--- src/rtl/ble_packet_receiver.sv ---
// BLE receive path: preamble/access-address sync search on the demodulated bit
// stream, header/payload byte capture, and 24-bit CRC check.
module ble_packet_receiver #(
   parameter logic [31:0] ACCESS_ADDR = 32'h8E89BED6,
   parameter logic [23:0] CRC_INIT    = 24'h555555,
   parameter int unsigned MAX_LEN     = 37
) (
   input  logic       clk,
   input  logic       rst,
   input  logic       en_i,
   input  logic       symVal_i,
   input  logic       symValid_i,
   output logic       syncFound_o,
   output logic [7:0] rxByte_o,
   output logic       rxByteValid_o,
   output logic [7:0] rxLen_o,
   output logic       pktDone_o,
   output logic       crcOk_o,
   output logic       lenErr_o
);
   localparam logic [7:0]  PRE  = ACCESS_ADDR[0] ? 8'h55 : 8'hAA;
   localparam logic [39:0] SYNC = {ACCESS_ADDR, PRE};
   localparam logic [23:0] POLY = 24'h00065B;
   localparam logic [7:0]  MAXL = 8'(MAX_LEN);

   typedef enum logic [1:0] {HUNT, HDR, PAYLOAD, CRC} state_t;

   state_t      state_q, state_d;
   logic [39:0] sreg_q, sreg_d, sreg_sh;
   logic [23:0] crc_q, crc_d, crc_nxt;
   logic [7:0]  sh_q, sh_d, byte_sh;
   logic [2:0]  bitcnt_q, bitcnt_d;
   logic [7:0]  bytecnt_q, bytecnt_d;
   logic [4:0]  crccnt_q, crccnt_d;
   logic        crcerr_q, crcerr_d;
   logic        fb, mis;
   logic [7:0]  rxByte_q, rxByte_d, rxLen_q, rxLen_d;
   logic        rxByteValid_q, rxByteValid_d, pktDone_q, pktDone_d;
   logic        crcOk_q, crcOk_d, lenErr_q, lenErr_d, syncFound_q, syncFound_d;

   always_comb begin
      state_d       = state_q;
      sreg_d        = sreg_q;
      crc_d         = crc_q;
      sh_d          = sh_q;
      bitcnt_d      = bitcnt_q;
      bytecnt_d     = bytecnt_q;
      crccnt_d      = crccnt_q;
      crcerr_d      = crcerr_q;
      rxByte_d      = rxByte_q;
      rxLen_d       = rxLen_q;
      crcOk_d       = crcOk_q;
      rxByteValid_d = 1'b0;
      pktDone_d     = 1'b0;
      lenErr_d      = 1'b0;
      syncFound_d   = 1'b0;
      sreg_sh       = {symVal_i, sreg_q[39:1]};
      byte_sh       = {symVal_i, sh_q[7:1]};
      fb            = crc_q[23] ^ symVal_i;
      crc_nxt       = {crc_q[22:0], 1'b0} ^ (fb ? POLY : 24'h0);
      mis           = symVal_i ^ crc_q[5'd23 - crccnt_q];

      if (!en_i) begin
         state_d   = HUNT;
         sreg_d    = '0;
         bitcnt_d  = '0;
         bytecnt_d = '0;
         crccnt_d  = '0;
         crcerr_d  = 1'b0;
      end else if (symValid_i) begin
         unique case (state_q)
            HUNT: begin
               if (sreg_sh == SYNC) begin
                  syncFound_d = 1'b1;
                  sreg_d      = '0;
                  crc_d       = CRC_INIT;
                  crcOk_d     = 1'b0;
                  rxLen_d     = '0;
                  bitcnt_d    = '0;
                  bytecnt_d   = '0;
                  crccnt_d    = '0;
                  crcerr_d    = 1'b0;
                  state_d     = HDR;
               end else begin
                  sreg_d = sreg_sh;
               end
            end
            HDR, PAYLOAD: begin
               crc_d    = crc_nxt;
               sh_d     = byte_sh;
               bitcnt_d = bitcnt_q + 3'd1;
               if (bitcnt_q == 3'd7) begin
                  rxByte_d      = byte_sh;
                  rxByteValid_d = 1'b1;
                  bytecnt_d     = bytecnt_q + 8'd1;
                  if (state_q == HDR) begin
                     if (bytecnt_q == 8'd1) begin
                        // second header byte is the payload length
                        rxLen_d   = byte_sh;
                        bytecnt_d = '0;
                        if (byte_sh > MAXL) begin
                           lenErr_d = 1'b1;
                           state_d  = HUNT;
                        end else if (byte_sh == 8'd0) begin
                           state_d = CRC;
                        end else begin
                           state_d = PAYLOAD;
                        end
                     end
                  end else if (bytecnt_q + 8'd1 == rxLen_q) begin
                     state_d = CRC;
                  end
               end
            end
            CRC: begin
               crcerr_d = crcerr_q | mis;
               crccnt_d = crccnt_q + 5'd1;
               if (crccnt_q == 5'd23) begin
                  pktDone_d = 1'b1;
                  crcOk_d   = ~(crcerr_q | mis);
                  crccnt_d  = '0;
                  state_d   = HUNT;
               end
            end
            default: state_d = HUNT;
         endcase
      end
   end

   always_ff @(posedge clk or posedge rst) begin
      if (rst) begin
         state_q       <= HUNT;
         sreg_q        <= '0;
         crc_q         <= CRC_INIT;
         sh_q          <= '0;
         bitcnt_q      <= '0;
         bytecnt_q     <= '0;
         crccnt_q      <= '0;
         crcerr_q      <= 1'b0;
         rxByte_q      <= '0;
         rxLen_q       <= '0;
         crcOk_q       <= 1'b0;
         rxByteValid_q <= 1'b0;
         pktDone_q     <= 1'b0;
         lenErr_q      <= 1'b0;
         syncFound_q   <= 1'b0;
      end else begin
         state_q       <= state_d;
         sreg_q        <= sreg_d;
         crc_q         <= crc_d;
         sh_q          <= sh_d;
         bitcnt_q      <= bitcnt_d;
         bytecnt_q     <= bytecnt_d;
         crccnt_q      <= crccnt_d;
         crcerr_q      <= crcerr_d;
         rxByte_q      <= rxByte_d;
         rxLen_q       <= rxLen_d;
         crcOk_q       <= crcOk_d;
         rxByteValid_q <= rxByteValid_d;
         pktDone_q     <= pktDone_d;
         lenErr_q      <= lenErr_d;
         syncFound_q   <= syncFound_d;
      end
   end

   assign syncFound_o   = syncFound_q;
   assign rxByte_o      = rxByte_q;
   assign rxByteValid_o = rxByteValid_q;
   assign rxLen_o       = rxLen_q;
   assign pktDone_o     = pktDone_q;
   assign crcOk_o       = crcOk_q;
   assign lenErr_o      = lenErr_q;
endmodule

--- config.mk ---
export PLATFORM = sky130hd
export DESIGN_NAME = ble_packet_receiver
export DESIGN_NICKNAME = d
export VERILOG_FILES = /design/src/rtl/ble_packet_receiver.sv
export SDC_FILE = /design/constraint.sdc
export NUM_CORES = 1
export LEC_CHECK = 0
export ABC_AREA = 1
export CAP_MARGIN = 30
export CORE_UTILIZATION = 25
export DETAILED_ROUTE_END_ITERATION = 16
export GPL_TIMING_DRIVEN = 0
export PLACE_DENSITY = 0.4
export SLEW_MARGIN = 15
export SYNTH_ARGS = -nofsm -noshare
export SYNTH_HDL_FRONTEND = slang
export SYNTH_SLANG_ARGS = --single-unit
--- constraint.sdc ---
create_clock -name clk -period 3.73 [get_ports clk]
set_input_delay 0.746 -clock clk [delete_from_list [all_inputs] [get_ports clk]]
set_output_delay 0.746 -clock clk [all_outputs]
set_load 0.02 [all_outputs]
# After elaboration in Yosys (flattened, before gate mapping)
# Index checks and enable logic that the tools add are counted.
[totals]
regBits = 112
latch_bits = 0
ramBits = 0
rom_bits = 0
inputBits = 5
mem_count = 0
[op_classes]
add_sub_neg = 4
multipliers = 0
n_div = 0
n_lt_le_gt_ge = 2
eq_ne = 22
shifts = 0
mux = 65
n_bitwise = 5
n_reduce_logical = 15
[op_table]
columns = ["operator", "n"]
rows = [
  ["$mux W40", 4],
  ["$mux W8", 9],
  ["$pmux W24 S2", 1],
  ["$eq A40 B40 Y1 const B", 1],
  ["$pmux W8 S2", 2],
  ["$mux W1", 25],
  ["$mux W24", 1],
  ["$xor A24 B11 Y24", 1],
  ["$mux W5", 4],
  ["$mux W2", 9],
  ["$reduce_and A4 Y1", 3],
  ["$mux W11", 1],
  ["$ne A2 B2 Y1 const B", 5],
  ["$pmux W5 S2", 1],
  ["$mux W3", 3],
  ["$ne A3 B3 Y1 const B", 3],
  ["$reduce_and A3 Y1", 3],
  ["$add A8 B1 Y8 const B", 1],
  ["$eq A8 B1 Y1 const B", 1],
  ["$eq A8 B8 Y1", 1],
  ["$gt A8 B6 Y1 const B", 1],
  ["$logic_not A8 Y1", 1],
  ["$ne A4 B4 Y1 const B", 2],
  ["$reduce_and A7 Y1", 1],
  ["other kinds (23)", 29],
]

# Logic depth before layout (Yosys ltp)
# Gate-level depths: netlist of run 1.
[logic_depth]
depth_word = 9
depth_mapped = 13
mapped_depth_nobuf = 13

# Least setup slack after synthesis of run 1
# OpenSTA, ideal clock, no wires.
[synth_timing]
path_type = "input -> register"
start = "in symVal_i"
end = "reg crc_q[1]"
arrival_ps = 1766
required_ps = 3604
setup_slack_ps = 1837
path_stages = 9
cell_sequence = "buf_2 -> nand4_1 -> nor2_1 -> nand3_2 -> nand2_4 -> nand3_4 -> nor2_8 -> buf_4 -> o22ai_1"
[synth_between]
elab_chain_cells = 4
elab_cells_between_ends = 7
classes_between = "2 x eq/ne; 2 x mux; 2 x bitwise; 1 x reduce/logical"
[synth_lines]
columns = ["item", "line_no", "rtl"]
rows = [
  ["start: declaration", "11", "input logic symVal_i,"],
  ["parallel branches: the longest is 4 deep, another holds $eq A40 B40 Y1", "-", ""],
  ["end signal: assignment", "150", "crc_q <= crc_d;"],
  ["end: declaration", "30", "logic [23:0] crc_q, crc_d, crc_nxt;"],
]
# Several ways; the timed one is not identified.
# A chain may end at the register's enable or synchronous reset.

# Worst setup path after layout of run 1
[layout_timing]
start = "in symValid_i"
end = "reg lenErr_q (netlist: lenErr_o)"
[layout_between]
elab_chain_cells = 2
[layout_lines]
columns = ["item", "line_no", "rtl"]
rows = [
  ["start: declaration", "12", "input logic symValid_i,"],
  ["$mux W1", "70", "end else if (symValid_i) begin"],
  ["$mux W1", "63", "if (!en_i) begin"],
  ["via lenErr_d", "39", "logic crcOk_q, crcOk_d, lenErr_q, lenErr_d, syncFound_q, syncFound_d;"],
  ["end signal: assignment", "161", "lenErr_q <= lenErr_d;"],
  ["end: declaration", "39", ""],
]
# The timed path passes the listed nets, and every way through them passes these cells.

==> metrics.md, run 1 <==
| Metric | Value |
|---|---|
| Crit path kind | input pin to register |
| LEAKAGE | about 3 nW |
| Startpoint types | input pin |
| Internal cell power | between 2 and 2.5 mW |
| Initial drt markers | approximately 210 |
| Predominant post-synthesis flop cell | dfrtp_1 |
| Yosys cell types | 34 |
| Fraction of the cycle the final worst path needs | 0.7054 |
| I/O Buffers | 24 |
| GR Util All Layers | 0.1344 |
| Via total after detailed routing | between 4000 and 5000 |
| Vias per cell | ~4.5 |
| CTS tree | yes |
| TritonRoute pass-1 iters | 5 |
| Routability cong. | approximately 0.76 |
| Dpl cells | about 1000 |
| Hold_ws | 0.4708 ns |
| Post-placement cell area | 0.006372 mm^2 |
| Cells on Worst Hold Path | 2 |
| RSZ-0062 raised after global routing | no |
| Cell area after synthesis | 0.005743 mm^2 |
| Max Slew Vio Count | 0 |
| Post-DP HPWL | 10.63 mm |
| Commonest non-fill, non-tap cell in the layout | nand2_1 |
| Net Sw Frac | 0.3902 |
| Routed wire length | about 15 mm |
| Rel. slew slack | 0.6128 |
| Clk buf depth | 2 |
| Reg power frac | 0.411 |
| Slew @ Worst Pin | about 0.58 ns |
| CTS sink cnt | 110 |
| Clock network fraction of design power | 0.258 |
| Most frequent cells in the layout | nand2_1, inv_1, dfrtp_1 |
| Io pins | 26 |
| Crit end category | register |
| Layout cells sized above 1 | 0.1082 |
| Critical-path maximum fanout | 10 |
| GRT Residual Overflow | 0 |
| Initial Util | 0.2544 |
| Mapped Nets | ~730 |
| #FFs+latches synth | 110 |
| Post-CTS setup buffer count | 0 |
| Row cnt | 55 |
| Register Area | 0.002768 mm^2 |
| Setup TNS | 0 ns |
| CTS clk-pin slew, worst paths | ~0.080 ns |
| PD cells | 576.2 mW/mm^2 |
| Vias in the first global route | 4856 |
| Sw Pwr | around 1.5 mW |
| Comb power frac | 0.331 |
| Critical path arrival | roughly 2.9 ns |
| Routed len/inst | 14.05 um |
| WP data required | around 4.0 ns |
| # diodes | 0 |
| Sequential area share after synthesis | 0.4819 |
| Final Hold Fails | 0 |
| Die H | about 150 um |
| Post-route insts no fill | 1043 |
| Hold path startpoint | crc_q[20]$_DFFE_PP1P_ |
| R2R Path End | lenErr_o$_DFF_PP0_ |
| FILL cells | around 2500 |
| Synthesized area per cell | 8.010 um^2 |
| P&R area growth vs syn | 16.17% |
| Hold worst-path end | crc_q[20]$_DFFE_PP1P_ |
| Tot Pwr | around 3.8 mW |
| Die width | 153.6 um |
| Post_cts resized | 0 |
| Initial antenna violation count | 0 |
| PnR worst setup slack | 1.099 ns |
| Reg2reg setup slack | about 1.2 ns |
| Clock Skew | between 0.015 and 0.02 ns |
| FF-to-FF path depth | 7 |
| Design area | 0.006671 mm^2 |
| YS warnings | 0 |
| Tightest Hold Check Type | register to register |
| Layout Nets | approximately 770 |
| CTS Hold Bufs | 0 |
| Outcome | finished clean |
| Remaining antenna violation count after routing | 0 |
| Final core utilization | 0.2956 |
| Root Driver | clkbuf_16 |
| Htree depth | 3 |
| Final setup violation count | 0 |
| First-pass GRT wire length | approximately 25 mm |
| Maximum number of pins on one net before global-route repair | 57 |
| Pre-CTS setup slack | 0.8135 ns |
| Number of max-cap violations | 0 |
| Post-route DRC | 0 |
| Number of synthesized flops with an enable pin | 0 |
| Multi-input logic area | 0.002390 mm^2 |
| Worst vdd ir | 0.1978 mV |
| FF-to-FF Start | state_q[0]$_DFFE_PP0P_ |
| Die area | 0.02358 mm^2 |
| Core area | 0.02257 mm^2 |
| Num CTS Buffers | 9 |
| Period minus WS final | roughly 2.6 ns |
| Skew-Pair Late Insertion Delay | 0.37 ns |
| Post-synthesis async set-or-reset flop share | 1.000 |
| Fmax | 380.1 MHz |
| Synth Instances | a little over 700 |
==> how the worst max path moves through the flow <==
stage	from	endpoint	slack, ns	cells after the start
2_1_floorplan	rst	bitcnt_q[0]$_DFFE_PP0P_	0.10	1
3_3_place_gp	rst	bytecnt_q[6]$_DFFE_PP0P_	-2.03	2
3_5_place_dp	symValid_i	lenErr_o$_DFF_PP0_	0.81	6
4_1_cts	symValid_i	lenErr_o$_DFF_PP0_	1.19	6
5_1_grt	symValid_i	lenErr_o$_DFF_PP0_	1.03	6
6_report	symValid_i	lenErr_o$_DFF_PP0_	1.10	6
==> final cells by class <==
type,count,area share
clock buffers,9,0.03376
multi-input cells,465,0.3582
inverters,114,0.06489
repair buffers,25,0.04014
plain buffers,28,0.02363
flip-flops and latches,110,0.4149
well taps,285,0.05345
clock inverters,7,0.01107
==> registers in the layout, summed over array words and instances, names as in the netlist, 3 cells and up <==
signal,cells
bytecnt_q,8
rxByte_o,8
bitcnt_q,3
rxLen_o,8
crc_q,24
sreg_q,39
sh_q,7
crccnt_q,5
==> kinds of logic after synthesis <==
group           count (synthesis)  synth area share
fa+ha+maj                      11           0.02396
compound gates                115            0.1183
flops                         110            0.4819
simple gates                  331            0.2617
xor+xnor                        8           0.01220
buf+inv                       142            0.1020
==> cells in the mapped netlist (2+ instances only) <==
cell type | number | area (um^2)
nand2_1 | 174 | 653.1
inv_1 | 113 | 424.2
dfrtp_1 | 98 | 2452
nand3_1 | 93 | 465.5
o21ai_0 | 66 | 330.3
nor2_1 | 23 | 86.33
o21ai_2 | 17 | 148.9
o22ai_1 | 16 | 100.1
nand4_1 | 13 | 81.33
buf_2 | 12 | 60.06
dfstp_2 | 12 | 315.3
ha_1 | 11 | 137.6
clkbuf_1 | 10 | 37.54
o21a_1 | 7 | 52.55
xor2_1 | 7 | 61.31
a21oi_1 | 6 | 30.03
nor3_1 | 6 | 30.03
nor4_1 | 5 | 31.28
nand2_2 | 4 | 25.02
nor3_2 | 4 | 40.04
buf_4 | 3 | 22.52
or2_2 | 3 | 18.77
buf_6 | 2 | 22.52
o21ai_1 | 2 | 10.01
==> power by group through the flow <==
stage          clock [mW]  sequential (mW)  combinational, mW
6_report            0.990             1.58               1.27
5_1_grt              1.06             1.61               1.45
4_1_cts              1.04             1.58               1.30
3_5_place_dp            0             1.61               1.29
3_3_place_gp            0             1.61               1.29
2_1_floorplan           0             1.60              0.908
==> worst max-delay path: stages <==
cell             delay [ns]
clkdlybuf4s50_1        0.59
nand2_1                0.10
buf_2                  0.22
nor2_2                 0.44
nand2_2                0.27
nor4_1                 0.48
==> layer usage <==
metal / wire length (um) / share of wire / track usage / vias up
met5: 0 / 0 / 0 / -
met2: 6809 / 0.46 / 0.2201 / 50
met1: 7270 / 0.50 / 0.1803 / 2212
li1: - / - / - / 2386
met4: 169 / 0.012 / 0.04238 / 0
met3: 406 / 0.028 / 0.02283 / 10
(Power assumes the default switching activity.)
==> run 2, diff against run 1 <==
Clock period 3.73 ns to 2.3 ns, I/O delays scaled along.
==> run 2 against run 1 <==
Sequential share of layout area down 0.83 points. Design area up 2.0%. Clock power up 62%. Hold slack worse by 0.019 ns. Global-route usage down 0.37 points. Flip-flop and latch count unchanged. Total power up 65%. Via count up 1.9%.
==> metrics.md, run 2 (synthesis gave the netlist of run 1 again) <==
| Metric | Value |
|---|---|
| Outcome | finished clean |
| Fmax | 471.9 MHz |
| Max Slew Vio Count | 0 (unchanged) |
| CTS clk-pin slew, worst paths | 0.08 ns (about the same) |
| LEAKAGE | 3.100 nW (+1.9%) |
| Critical-path maximum fanout | 10 (unchanged) |
| CP max stage cell | dfrtp_1 |
| Vias per cell | 4.508 (+0.94%) |
| GR Util All Layers | 0.1307 (-0.003737) |
| Crit end category | register |
| Slowest stage delay, CP | 0.40 ns (-0.19 ns) |
| Dpl cells | 1030 (+0.29%) |
| GRT Residual Overflow | 0 (unchanged) |
| Row cnt | 55 (unchanged) |
| CTS sink cnt | 110 (unchanged) |
| Setup TNS | 0 ns (unchanged) |
| Die area | 0.02358 mm^2 (unchanged) |
| Vias in the first global route | 4824 (-0.66%) |
| Layout Nets | 779 (+1.3%) |
| Post-route insts no fill | 1053 (+0.96%) |
| Tot Pwr | 6.350 mW (+65%) |
| Critical path arrival | 2.41 ns (-0.44 ns) |
| Remaining antenna violation count after routing | 0 (unchanged) |
| Routed len/inst | 13.68 um (-2.6%) |
| Skew-Pair Late Insertion Delay | 0.36 ns (about the same) |
| Commonest non-fill, non-tap cell in the layout | nand2_1 |
| Routed wire length | 14.41 mm (-1.7%) |
| Num CTS Buffers | 9 (unchanged) |
| I/O Buffers | 24 (unchanged) |
| Rel. slew slack | 0.6271 (+0.01428) |
| Clk buf depth | 2 (unchanged) |
| Multi-input logic area | 0.002406 mm^2 (+0.68%) |
| Die H | 153.6 um (unchanged) |
| # diodes | 0 (unchanged) |
| Core area | 0.02257 mm^2 (unchanged) |
| Htree depth | 3 (unchanged) |
| Maximum number of pins on one net before global-route repair | 29 (-49%) |
| Number of max-cap violations | 0 (unchanged) |
| WP data required | 2.59 ns (-1.36 ns) |
| CTS tree | yes |
| First-pass GRT wire length | 24.58 mm (-2.5%) |
| Routability cong. | 0.7973 (+4.3%) |
| Initial antenna violation count | 0 (unchanged) |
| Reg with most FFs | sreg_q |
| Initial drt markers | 268 (+28%) |
| Startpoint types | register |
| TritonRoute pass-1 iters | 5 (unchanged) |
| FF-to-FF path depth | 11 (+4) |
| Crit path kind | register to register |
| Via total after detailed routing | 4747 (+1.9%) |
| FILL cells | 2418 (-3.1%) |
| Die width | 153.6 um (unchanged) |
| Period minus WS final | 2.119 ns |
| RSZ-0062 raised after global routing | no |
| P&R area growth vs syn | 18.54% |
| Fraction of the cycle the final worst path needs | 0.9214 |
| Crit-path cells | inv_1 > ha_1 > clkbuf_4 > nand2_1 > or2_2 > o31ai_1 > inv_1 > nand2_2 > buf_6 > nand2_1 > o21ai_2 |
| Post-route DRC | 0 (unchanged) |
| Slew @ Worst Pin | 0.5594 ns (-0.02141 ns) |
| Io pins | 26 (unchanged) |
| Final Hold Fails | 0 (unchanged) |
| Register Area | 0.002768 mm^2 (unchanged) |
| Most frequent cells in the layout | nand2_1, inv_1, dfrtp_1 |
| Clock Skew | 0.01404 ns (-0.005211 ns) |
| Tightest Hold Check Type | input pin to async pin |
| CTS Hold Bufs | 0 (unchanged) |
| Post-DP HPWL | 10.92 mm (+2.7%) |
| Root Driver | clkbuf_16 |
| Worst vdd ir | 0.2954 mV (+49%) |
| PD cells | 932.7 mW/mm^2 (+62%) |
| Final setup violation count | 0 (unchanged) |
| Initial Util | 0.2544 (unchanged) |
| Final core utilization | 0.3016 (+0.006043) |
| Layout cells sized above 1 | 0.1224 (+0.01422) |
| Hold_ws | 0.4523 ns (-0.01854 ns) |
| Max FFs per register | 39 (unchanged) |
| Top Registers | sreg_q (39), crc_q (24) |
[run 2: cell types whose count changed in the layout (fill, tap and decap cells not counted), sizes merged]
cell	previous run	this run
inv	119	116
clkbuf	19	20
clkinv	2	3
buf	19	28
clkinvlp	0	2
[run 2: worst max-delay path: cells and delay by family (launching register included)]
family | cells | cell delay, ns
flip-flops | 1 | 0.40
AND/OR/NAND/NOR | 4 | 0.67
adder cells (fa/ha/maj) | 1 | 0.29
AO/OA/AOI/OAI | 2 | 0.13
buffers and inverters | 4 | 0.57
[run 2: per-layer routing]
metal / global-route usage / part of all wire
met4: 0.04429 / 0.016
met2: 0.2214 / 0.47
met1: 0.1691 / 0.49
met5: 0 / 0
met3: 0.02057 / 0.025
[run 2: through the flow]
step	area [um^2]	worst slack, ns
floorplan	5747	0.4979
global placement	6344	-0.7205
detailed placement	6431	-0.1987
CTS	6733	0.008020
global route	6808	0.01562
finish	6808	0.1808
[run 2: worst paths after layout]
kind / startpoint / to / slack (ns)
worst min register to register: crc_q[18]$_DFFE_PP1P_ / crc_q[18]$_DFFE_PP1P_ / 0.48
worst min-delay path: rst / crc_q[13]$_DFFE_PP0P_ / 0.45
max in group asynchronous: rst / crc_q[22]$_DFFE_PP1P_ / 0.92
worst max-delay path: state_q[0]$_DFFE_PP0P_ / bytecnt_q[0]$_DFFE_PP0P_ / 0.18
worst max register to register: state_q[0]$_DFFE_PP0P_ / bytecnt_q[0]$_DFFE_PP0P_ / 0.18
min in group clk: crc_q[18]$_DFFE_PP1P_ / crc_q[18]$_DFFE_PP1P_ / 0.48
[run 2: report_power, final]
group          switching [mW]  total (mW)  internal (mW)
clock                   0.823        1.60          0.777
sequential              0.239        2.57           2.33
combinational            1.39        2.18          0.788
[run 2: cell type report]
type                            instances  share of cell area
Clock buffer                            9             0.03308
Timing Repair Buffer                   35             0.05587
Inverter                              114             0.06396
Tap cell                              285             0.05238
Multi-Input combinational cell        465              0.3534
Sequential cell                       110              0.4065
Buffer                                 28             0.02353
Clock inverter                          7             0.01121
[run 2: timing repair]
action	in CTS	in global routing
resized for setup	0	5
setup buffers	0	7
endpoints found under the setup margin	0	71
==> run 3, diff against run 2 <==
Settings changed: CAP_MARGIN 30 to default, CELL_PAD_IN_SITES_DETAIL_PLACEMENT from default to 0, CELL_PAD_IN_SITES_GLOBAL_PLACEMENT from default to 2, PLACE_DENSITY 0.4 to 0.59.
==> run 3 against run 2 <==
Total power increased by 0.19%. Via count decreased by 0.57%. Largest cell class unchanged. Combinational power decreased by 2%. Sequential power about the same. Largest power group unchanged. Design area decreased by 1.0%. Die area unchanged. Setup slack got worse by 0.019 ns. Maximum frequency decreased by 0.91%. First-iteration DRC count increased by 0.75%. Hold slack improved by 0.027 ns. Clock-buffer cell count unchanged. Register-to-register slack got worse by 0.02 ns.
==> metrics.md, run 3 (synthesis gave the netlist of run 1 again) <==
| Metric | Value |
|---|---|
| Outcome | finished clean |
| Critical path arrival | 2.43 ns (+0.02 ns) |
| Skew-Pair Late Insertion Delay | 0.36 ns (about the same) |
| Clock Skew | 0.01200 ns (-0.002035 ns) |
| Max Slew Vio Count | 0 (unchanged) |
| Clk buf depth | 2 (unchanged) |
| Post-route DRC | 0 (unchanged) |
| Critical-path maximum fanout | 10 (unchanged) |
| Io pins | 26 (unchanged) |
| Design area | 0.006739 mm^2 (-1.0%) |
| Hold path startpoint | crc_q[18]$_DFFE_PP1P_ |
| Vias in the first global route | 4795 (-0.60%) |
| Startpoint types | register |
| LEAKAGE | 3.057 nW (-1.4%) |
| Top Registers | sreg_q (39), crc_q (24) |
| Worst vdd ir | 0.2912 mV (-1.4%) |
| CTS tree | yes |
| Most frequent cells in the layout | nand2_1, inv_1, dfrtp_1 |
| CTS sink cnt | 110 (unchanged) |
| Die area | 0.02358 mm^2 (unchanged) |
| Num CTS Buffers | 9 (unchanged) |
| GRT Residual Overflow | 0 (unchanged) |
| R2R Path End | crc_q[2]$_DFFE_PP1P_ |
| Htree depth | 3 (unchanged) |
| Reg2reg setup slack | 0.16 ns (-0.02 ns) |
| CTS clk-pin slew, worst paths | 0.08 ns (about the same) |
| Initial antenna violation count | 0 (unchanged) |
| TritonRoute pass-1 iters | 4 (-1) |
| Row cnt | 55 (unchanged) |
| Core area | 0.02257 mm^2 (unchanged) |
| Setup TNS | 0 ns (unchanged) |
| Vias per cell | 4.512 (about the same) |
| Commonest non-fill, non-tap cell in the layout | nand2_1 |
| Initial drt markers | 270 (+0.75%) |
| FF-to-FF path depth | 10 (-1) |
| PD cells | 944.0 mW/mm^2 (+1.2%) |
| Layout Nets | 772 (-0.90%) |
| P&R area growth vs syn | 17.34% |
| Rel. slew slack | 0.5401 (-0.08697) |
| Crit end category | register |
| Die H | 153.6 um (unchanged) |
| Cells on Worst Hold Path | 2 |
| Routed len/inst | 14.86 um (+8.6%) |
| WP data required | 2.60 ns (about the same) |
| Post-DP HPWL | 11.59 mm (+6.1%) |
| FF-to-FF Start | state_q[1]$_DFFE_PP0P_ |
| Remaining antenna violation count after routing | 0 (unchanged) |
| Die width | 153.6 um (unchanged) |
| Tightest Hold Check Type | register to register |
| Initial Util | 0.2544 (unchanged) |
| GR Util All Layers | 0.1407 (+0.009988) |
| Crit path kind | register to register |
| Final Hold Fails | 0 (unchanged) |
| Number of max-cap violations | 0 (unchanged) |
| Layout cells sized above 1 | 0.1143 (-0.008073) |
| Slew @ Worst Pin | 0.6884 ns (+0.1290 ns) |
| I/O Buffers | 24 (unchanged) |
| # diodes | 0 (unchanged) |
| Period minus WS final | 2.139 ns (+0.01940 ns) |
| Max FFs per register | 39 (unchanged) |
| Maximum number of pins on one net before global-route repair | 34 (+17%) |
| Root Driver | clkbuf_16 |
| CP Launch Point | state_q[1]$_DFFE_PP0P_ |
| Fraction of the cycle the final worst path needs | 0.9298 (+0.008434) |
| Via total after detailed routing | 4720 (-0.57%) |
| Routability cong. | 0.8018 (+0.56%) |
| Final setup violation count | 0 (unchanged) |
| Reg with most FFs | sreg_q |
| Routed wire length | 15.54 mm (+7.9%) |
| RSZ-0062 raised after global routing | no |
| Fmax | 467.6 MHz (-0.91%) |
| Hold worst-path end | crc_q[18]$_DFFE_PP1P_ |
| First-pass GRT wire length | 26.05 mm (+6.0%) |
| CTS Hold Bufs | 0 (unchanged) |
| Post-placement cell area | 0.006404 mm^2 (-0.43%) |
-- run 3: area by class of cell --
cell class                 instances  area [um^2]
sequential                       110         2768
multi-input combinational        465         2406
inverter                         114        435.4
clock inverter                     7        80.08
tap                              285        356.6
buffer                            28        160.2
fill                            2421        15830
clock buffer                       9        225.2
timing repair buffer              28        307.8
-- run 3: metal layers --
layer	wire length [um]	vias up	share of wire	GRT usage
met4	226	0	0.015	0.04238
met2	7139	54	0.46	0.2284
met1	7806	2263	0.50	0.1909
li1	-	2389	-	-
met5	0	-	0	0
met3	367	14	0.024	0.02424
-- run 3: what timing repair did --
action / in CTS / in global routing
resized for setup: 2 / 4
endpoints found under the setup margin: 39 / 31
gates cloned: 0 / 0
pin swaps: 0 / 0
setup buffers: 0 / 1
-- run 3: worst max-delay path: stages, from the launching register on --
cell	delay, ns
dfrtp_1	0.41
inv_1	0.10
ha_1	0.28
buf_4	0.18
clkinvlp_4	0.15
nor2_4	0.29
nand2_1	0.12
inv_1	0.15
buf_4	0.21
nand2_1	0.08
o21a_1	0.10
-- run 3: worst max-delay path by stage --
stage                                to  slack [ns]
2_1_floorplan  bytecnt_q[0]$_DFFE_PP0P_        0.50
3_3_place_gp   bytecnt_q[7]$_DFFE_PP0P_       -0.76
3_5_place_dp    rxByte_o[0]$_DFFE_PP0P_       -0.29
4_1_cts          rxLen_o[1]$_DFFE_PP0P_        0.06
5_1_grt          rxLen_o[0]$_DFFE_PP0P_       0.009
6_report           crc_q[2]$_DFFE_PP1P_        0.16
-- run 3: through the flow --
| stage | worst slack (ns) | std cells | util | hold slack, ns | power [mW] |
|---|---|---|---|---|---|
| floorplan | 0.4979 | 717 | - | 0.4479 | 4.061 |
| global placement | -0.7576 | 1026 | 0.2810 | 0.4642 | 4.706 |
| detailed placement | -0.2904 | 1029 | 0.2837 | 0.4711 | 4.737 |
| CTS | 0.05581 | 1045 | 0.2976 | 0.4870 | 6.434 |
| global route | 0.008552 | 1046 | 0.2986 | 0.5016 | 6.862 |
| finish | 0.1614 | 1046 | 0.2986 | 0.4791 | 6.362 |
-- run 3: where the power goes --
part           total (mW)  leakage (nW)  switching (mW)  internal [mW]
registers            2.58          1.47           0.248           2.33
logic                2.14          1.44            1.41          0.738
clock network        1.64         0.148           0.782          0.860
==> variant: new RTL, config.mk and constraints of run 1 <==
Register the output `lenErr_o` once more, without a reset; this adds one clock of latency there. The other outputs are not delayed to match.
--- a/src/rtl/ble_packet_receiver.sv
+++ b/src/rtl/ble_packet_receiver.sv
@@ -169,6 +169,8 @@
    assign rxLen_o       = rxLen_q;
    assign pktDone_o     = pktDone_q;
    assign crcOk_o       = crcOk_q;
-   assign lenErr_o      = lenErr_q;
+   always_ff @(posedge clk) begin
+      lenErr_o <= lenErr_q;
+   end
 endmodule
 
Function: no difference found for any inputs over 10 cycles, from zero or initial values and one cycle with rst high; that may be too few to reach the edited logic, so the function may still have changed.
==> variant against run 1 <==
Cell area up 0.45%. First-iteration DRC count down 29%. Routed wire length down 0.83%. Power up 1.4%. Sequential cell count up 1. Setup slack better by 0.16 ns. Worst hold slack worse by 0.10 ns. Clock power up 5%. Sequential share of layout area up 0.11 points. Area after synthesis up 0.35%.
==> variant: results (changes against run 1) <==
| Metric | Value |
|---|---|
| Static leakage | `3.05 nW (+0.31%)` |
| Filler cells | `2434 (-2.5%)` |
| Place WS | `0.856 ns (+0.0425 ns)` |
| M1 GR Usage | `17.6% (-0.47 points)` |
| Final nets | `770 (+0.13%)` |
| Max IR drop VDD | `229 uV (+16%)` |
| Syn Inst Count | `718 (+0.14%)` |
| Layout cells sized above 1 | `10.8% (-0.014 points)` |
| Post-synthesis async set-or-reset flop share | `99.1% (-0.90 points)` |
| GR Util met2 | `21.7% (-0.30 points)` |
| Post-synthesis sequential area ratio | `48.4% (+0.18 points)` |
| Reg2reg path depth | `9 (+2)` |
| Worst Tran Pin Value | `0.603 ns (+0.0225 ns)` |
| WHS Path Cells | `0 (-2)` |
| GPL Wtd Cong | `0.738 (-3.5%)` |
| GRT Util Overall | `13.2% (-0.25 points)` |
| Per-cell routed wire length | `13.9 um (-0.93%)` |
| Hold WS | `0.371 ns (-0.0999 ns)` |
| TritonRoute pass-1 iters | `4 (-1)` |
| Post-DP Area | `0.00639 sq mm (+0.31%)` |
| Dpl cells | `1028 (+0.097%)` |
| Top post-synthesis cells by area | `dfrtp_1, nand2_1, nand3_1, inv_1, o21ai_0` |
| Grt met3 use | `2.20% (-0.085 points)` |
| Status | `finished clean` |
| Fin Clk Skew | `0.0113 ns (-0.00794 ns)` |
variant: changes by cell type after synthesis, sizes merged:
| cell | run 1 | this run |
|---|---|---|
| dfxtp | 0 | 1 |
variant: critical path, cell delays in order:
cell             delay, ns
clkdlybuf4s50_1       0.61
nand2_1               0.11
buf_2                 0.21
nor2_2                0.40
nand2_2               0.25
buf_2                 0.24
nand2_1               0.06
o21ai_0               0.07
variant: cell type report:
class                           instances  share of cell area (%)
Sequential cell                       111                    41.6
Multi-Input combinational cell        465                    35.7
Inverter                              114                    6.46
Tap cell                              285                    5.32
Timing Repair Buffer                   25                    4.00
Clock buffer                            9                    3.36
Buffer                                 28                    2.35
Clock inverter                          7                    1.25
variant: path summary, 6_finish.rpt:
path / slack, ns / start / endpoint
worst min register to register: 0.37 / lenErr_q$_DFF_PP0_ / lenErr_o$_DFF_P_
max in group asynchronous: 2.21 / rst / crc_q[18]$_DFFE_PP1P_
worst max-delay path: 1.26 / symValid_i / rxByte_o[0]$_DFFE_PP0P_
min in group asynchronous: 0.81 / rst / crccnt_q[2]$_DFFE_PP0P_
worst max register to register: 1.44 / state_q[0]$_DFFE_PP0P_ / rxByte_o[0]$_DFFE_PP0P_
worst min-delay path: 0.37 / lenErr_q$_DFF_PP0_ / lenErr_o$_DFF_P_
variant: kinds of logic after synthesis:
kind of cell	after synthesis	synth area share, %
compound gates	115	11.8
xor+xnor	8	1.22
fa+ha+maj	11	2.39
buf+inv	142	10.2
flops	111	48.4
simple gates	331	26.1
variant: per-layer routing:
layer / vias to the layer above / routed length [um]
li1: 2401 / -
met1: 2226 / 7280
met2: 46 / 6770
met3: 12 / 281
met4: 0 / 202
met5: - / 0
variant: power by group:
part           switching (W)  internal [W]
registers           0.000145       0.00145
clock network       0.000505      0.000536
logic               0.000836      0.000430
total                0.00149       0.00241
